### config.mk
export PLATFORM = sky130hd
export DESIGN_NAME = div_issue_ctrl
export DESIGN_NICKNAME = d
export VERILOG_FILES = /design/src/rtl/div_issue_ctrl.sv
export SDC_FILE = /design/constraint.sdc
export NUM_CORES = 1
export LEC_CHECK = 0
export BUFFER_PORTS_ARGS = -buffer_cell sky130_fd_sc_hd__buf_2
export CAP_MARGIN = 20
export CORE_MARGIN = 1
export CORE_UTILIZATION = 32
export DETAILED_ROUTE_END_ITERATION = 8
export PLACE_DENSITY = 0.56
export SYNTH_ARGS = -nofsm -noshare
export SYNTH_HDL_FRONTEND = slang
export SYNTH_SLANG_ARGS = --single-unit
### constraint.sdc
create_clock -name clk -period 2.03 [get_ports clk]
set_input_delay 0.1015 -clock clk [delete_from_list [all_inputs] [get_ports clk]]
set_output_delay 0.1015 -clock clk [all_outputs]
set_load 0.01 [all_outputs]
### src/rtl/div_issue_ctrl.sv
// EX-stage issue controller for the multi-cycle divider: launches DIV/DIVU, stalls the
// front end for the whole division, aborts on flush and writes quotient/remainder to LO/HI.
module div_issue_ctrl #(
  parameter logic [5:0] DIV_OP    = 6'b011010,
  parameter logic [5:0] DIVU_OP   = 6'b011011,
  parameter int         ABORT_CYC = 2
) (
  input  logic        clk,
  input  logic        rst,
  input  logic        ex_valid_i,
  input  logic [5:0]  ex_op_i,
  input  logic [31:0] ex_rs_i,
  input  logic [31:0] ex_rt_i,
  input  logic        flush_i,
  input  logic        pipe_stall_i,
  output logic        stall_o,
  output logic [5:0]  div_op_o,
  output logic [31:0] div_op1_o,
  output logic [31:0] div_op2_o,
  output logic        div_start_o,
  output logic        div_annul_o,
  input  logic [63:0] div_result_i,
  input  logic        div_ready_i,
  output logic        hilo_we_o,
  output logic [31:0] hi_o,
  output logic [31:0] lo_o,
  output logic [1:0]  dbg_state_o
);

  localparam logic [1:0] S_IDLE  = 2'd0;
  localparam logic [1:0] S_BUSY  = 2'd1;
  localparam logic [1:0] S_DONE  = 2'd2;
  localparam logic [1:0] S_ABORT = 2'd3;

  localparam int ACW = (ABORT_CYC > 1) ? $clog2(ABORT_CYC) : 1;

  logic [1:0]     state_q, state_d;
  logic [ACW-1:0] abort_cnt_q, abort_cnt_d;
  logic [5:0]     op_q;
  logic [31:0]    op1_q, op2_q;
  logic [31:0]    hi_q, lo_q;
  logic           is_div;
  logic           issue;
  logic           capture;

  assign is_div = ex_valid_i & ((ex_op_i == DIV_OP) | (ex_op_i == DIVU_OP));

  // Divider handshake: div_start_o is held high for the whole division and the divider
  // answers with a single div_ready_i cycle while start is still high; the result is
  // taken in that cycle. div_annul_o is a one-cycle kill with start already low.
  always_comb begin
    state_d     = state_q;
    abort_cnt_d = abort_cnt_q;
    issue       = 1'b0;
    capture     = 1'b0;
    stall_o     = 1'b0;
    div_start_o = 1'b0;
    div_annul_o = 1'b0;
    hilo_we_o   = 1'b0;
    case (state_q)
      S_IDLE: begin
        if (is_div && !flush_i) begin
          issue   = 1'b1;
          stall_o = 1'b1;
          state_d = S_BUSY;
        end
      end
      S_BUSY: begin
        stall_o = 1'b1;
        if (flush_i) begin
          div_annul_o = 1'b1;
          abort_cnt_d = '0;
          state_d     = S_ABORT;
        end else begin
          div_start_o = 1'b1;
          if (div_ready_i) begin
            capture = 1'b1;
            state_d = S_DONE;
          end
        end
      end
      S_DONE: begin
        // A flushed instruction must not update HI/LO, even if the result is ready.
        if (flush_i) begin
          state_d = S_IDLE;
        end else if (!pipe_stall_i) begin
          hilo_we_o = 1'b1;
          state_d   = S_IDLE;
        end
      end
      S_ABORT: begin
        stall_o = is_div;
        if (abort_cnt_q == ACW'(ABORT_CYC - 1)) begin
          state_d = S_IDLE;
        end else begin
          abort_cnt_d = abort_cnt_q + 1'b1;
        end
      end
      default: state_d = S_IDLE;
    endcase
  end

  always_ff @(posedge clk) begin
    if (rst) begin
      state_q     <= S_IDLE;
      abort_cnt_q <= '0;
      op_q        <= '0;
      op1_q       <= '0;
      op2_q       <= '0;
      hi_q        <= '0;
      lo_q        <= '0;
    end else begin
      state_q     <= state_d;
      abort_cnt_q <= abort_cnt_d;
      if (issue) begin
        op_q  <= ex_op_i;
        op1_q <= ex_rs_i;
        op2_q <= ex_rt_i;
      end
      if (capture) begin
        hi_q <= div_result_i[63:32];
        lo_q <= div_result_i[31:0];
      end
    end
  end

  assign div_op_o    = op_q;
  assign div_op1_o   = op1_q;
  assign div_op2_o   = op2_q;
  assign hi_o        = hi_q;
  assign lo_o        = lo_q;
  assign dbg_state_o = state_q;

endmodule

* Yosys cells after proc, flatten, opt, wreduce, memory -nomap -nowiden *
Cells that the tools add are included.

storage, ports and cells
  output and inout bits = 140
  bits of input ports = 140
  word-level logic and storage cells = 49
  register bits after elaboration = 137

operators by class
  bitwise gates (word level) = 2
  add/subtract/negate cells = 1
  multiplexer cells = 23
  reductions and logical operators = 6
  equal/unequal tests = 10

operators with widths
  operator               count
  $mux W1                14
  $eq A6 B5 Y1 const B   2
  $mux W2                6
  $pmux W2 S4            1
  $ne A2 B2 Y1 const B   3
  $ne A3 B3 Y1 const B   2
  $eq A2 B2 Y1 const B   2
  $reduce_and A4 Y1      1
  $pmux W1 S3            1
  $eq A2 B1 Y1 const B   1
  $logic_not A2 Y1       1
  $pmux W1 S2            1
  $reduce_and A2 Y1      1
  $reduce_bool A2 Y1     1
  $add A1 B1 Y1 const B  1
  $and A1 B1 Y1          1
  $logic_and A1 B1 Y1    1
  $logic_not A1 Y1       1
  $or A1 B1 Y1           1

* Depth between registers and ports, before layout *
  word-level depth = 6
  depth in mapped cells = 7
  mapped depth without buffers = 3

* Least setup slack after synthesis *
OpenSTA, ideal clock, no wires.

  path type = flip-flop to flip-flop
  from = reg state_q[1], in the netlist dbg_state_o[1]
  to = reg op2_q[21], in the netlist div_op2_o[21]
  buffers on the path = 4
  period minus slack after synthesis = 1,463 ps
  setup time = 72 ps
  cell stages (with the launch flop) = 8
  data required time = 1,958 ps
  data arrival time = 1,391 ps
  slack = 567 ps
  path through = dfxtp_1 buf_6 nor3_2 and4_1 buf_6 buf_12 buf_8 mux2i_1

between the ends
  cells in the longest elaborated chain, start to end = 2

ends and longest elaborated chain
  element                 line  source
  start, declared         37    logic [1:0] state_q, state_d;
  start signal, assigned  113   state_q <= state_d;
  $logic_not A2 Y1        60    case (state_q)
  $mux W1                 60
  end signal, assigned    118   op2_q <= ex_rt_i;
  end, declared           40    logic [31:0] op1_q, op2_q;

Every way passes these cells.
A chain may end at the register's enable or synchronous reset.

* Worst setup path in the final report *
  from = reg state_q[1], in the netlist dbg_state_o[1]
  to = out stall_o

between the ends
  cells in the longest elaborated chain, start to end = 2
  elaborated cells on any way between the ends = 4
  classes of those cells = eq/ne (2); mux (1); reduce/logical (1)

ends and longest elaborated chain
  element                               line  source
  $eq A2 B2 Y1 (tied with other cells)  60
  $pmux W1 S3 (*)                       60
  end, declared                         16    output logic stall_o,

Mark *: on every way between the ends. The rest lies on a longest branch, timed or not.

==> qor.csv <==
metric,value,unit
status,completed,
final worst slack,0.454,ns
sw frac,22.1,%
CP Class,flip-flop to output port,
Yosys top cell area share,49.9,%
Worst path max stage delay,0.34,ns
Placeable Area,16600,um^2
sequential-to-total area share from yosys stat,49.9,%
combinational power share,8.0,%
CTS tree,yes,
Mapped Avg Cell Area,9.08,um^2
die footprint,17700,um^2
Seq cells post-synth,137,
die height,133,um
number of core rows,47,
"Power, Total",6.36,mW
Initial DRC Count,187,
Worst VDD drop,0.000523,V
post-layout min period,1.58,ns
DR vias/cell,4.36,
final hold violation count,0,
most frequent cell after synthesis,dfxtp_1,
fin nets,1135,
Post-synth top cells,"dfxtp_1 (137), nand2b_1 (131), nand2_1 (130)",
fin util,53.9,%
# IOs,280,
WL final,16.2,mm
Clock Power Share,49.6,%
root buf cell,clkbuf_16,
fin. max-slew vios,0,
vias in the first global route,5113,
Port Buffers,279,
Place WS,0.501,ns
first-pass GRT wire length,25.2,mm
Synth area leader,dfxtp_1,
Worst-Margin Slew,0.336,ns
Num CTS Buffers,17,
ranking of synthesized cells by area,"dfxtp_1 (50%), nand2b_1 (15%), mux2i_1 (12%), nand2_1 (8.9%), a21oi_1 (6.3%)",
Initial Util,33.0,%
Finished Cell Area,8970,um^2
Yosys cell types,28,
remaining global-route overflow,0,
worst reg-to-reg setup slack,0.53,ns
die width,133,um
syn_nets,745,
Max transition margin,77.6,%
Inst Count DP,1067,
initial antenna violation count,1,
Fmax achieved,635,MHz
Post-DP HPWL,10.1,mm
Reg power frac,42.5,%
Setup Skew,0.00649,ns
Lkg Pwr,3.88,nW
Main synth FF type,dfxtp_1,
final setup fails,0,
Mapped Area,5490,um^2
post-route ant nets,0,
total track usage,17.9,%
clock slew at reported path FFs,0.06,ns
Worst Path Max Fanout,10,
startpoint type of the worst setup path,flip-flop,
CP max stage cell,dfxtp_1,
PwrDens,709,nW/um^2
Hold WC Path Type,input pin to flip-flop,
worst hold slack,0.0765,ns
ys async rst share,0,%
P_int,4.95,mW
Worst-Skew Late Latency,0.41,ns
Crit. End Element,output port,
fin crit share,77.6,%
Worst EP required,1.93,ns
Final TNS setup,0,ns
routed len/inst,13.1,um
RSZ-0062 raised after global routing,false,
First-pass DRT Iterations,4,
Synth-to-Final Area Change,63.2,%
postcts setup bufs,0,
YS warnings,0,
CTS H-tree depth,4,
clk sinks,137,
layout cells sized above 1,32.3,%
DP Area,7060,um^2
largest net degree at the start of global routing,90,
Post-synth EDFFs,0,
drc violations,0,
worst path cell trace,buf_4 -> nor2_1 -> o2111ai_1 -> nand2_1 -> buf_2,
"non-filler cells, final",1229,
max_cap viols,0,
Critical Path AT,1.47,ns
NetSw,1.41,mW
Max Root-Sink Buffers,2,
routability cong.,0.724,
Mapped Cells,605,
post-CTS sizing,0,
DR vias,5357,
## power by group through the flow
stage / logic, mW / registers, mW / clock network [mW]
2_1_floorplan: 0.131 / 2.76 / 0
3_3_place_gp: 0.307 / 2.76 / 0
3_5_place_dp: 0.306 / 2.76 / 0
4_1_cts: 0.500 / 2.70 / 3.23
5_1_grt: 0.545 / 2.70 / 3.35
6_report: 0.506 / 2.70 / 3.15
## final timing paths
path | from | end | cells past startpoint
min | div_ready_i | dbg_state_o[0] | 3
max | dbg_state_o[1] | stall_o | 5
min reg2reg | hi_o[29] | hi_o[29] | 2
max reg2reg | dbg_state_o[1] | div_op2_o[24] | 4
## logic make-up (layout without fill, tap and decap cells)
kind of cell	Yosys count	count (layout)	share of synthesized area [%]
buffers and inverters	52	455	5.35
multiplexers	65	65	11.8
AND/OR/NAND/NOR	278	278	26.0
flip-flops	137	137	49.9
AO/OA/AOI/OAI	73	73	6.86
other	0	1	0
## sequential cells by signal, summed over array words and instances, names as in the netlist
register,count
lo_o,32
div_op2_o,32
hi_o,32
div_op1_o,32
div_op_o,6
dbg_state_o,2
abort_cnt_q,1
## what timing repair did
action,4_1_cts,5_1_grt
hold buffers,129,0
hold endpoints to repair,129,0
endpoints found under the setup margin,0,0
## critical path, delay by kind of cell (launching register included)
family,cells,cell delay (ns)
buffers and inverters,2,0.32
AND/OR/NAND/NOR,2,0.16
AO/OA/AOI/OAI,1,0.24
flip-flops,1,0.34
## per-layer routing
metal | track usage [%] | vias to the layer above | part of all wire (%)
li1 | - | 2729 | -
met1 | 21.6 | 2400 | 44
met2 | 28.9 | 202 | 46
met3 | 5.94 | 24 | 7.8
met4 | 7.47 | 2 | 2.0
met5 | 0 | - | 0.080
## cell usage in the layout, fill, tap and decap left out, types with 5 or more instances in the layout
cell type        n
clkinvlp_4       5
dlygate4sd3_1  129
inv_1            5
mux2i_1         65
buf_12           6
a21oi_1         69
buf_2          278
buf_4            5
dfxtp_1        137
nand2_1        130
clkbuf_16       17
nor2_1           5
nand2b_1       131
## layout make-up
cell class,count,area (um^2)
timing repair buffer,418,2840
inverter,5,18.8
fill,1450,7680
sequential,137,2740
antenna,1,2.50
tap,220,275
clock buffer,20,467
clock inverter,12,141
multi-input combinational,416,2480
No activity file was read; power rests on OpenSTA's default activity.
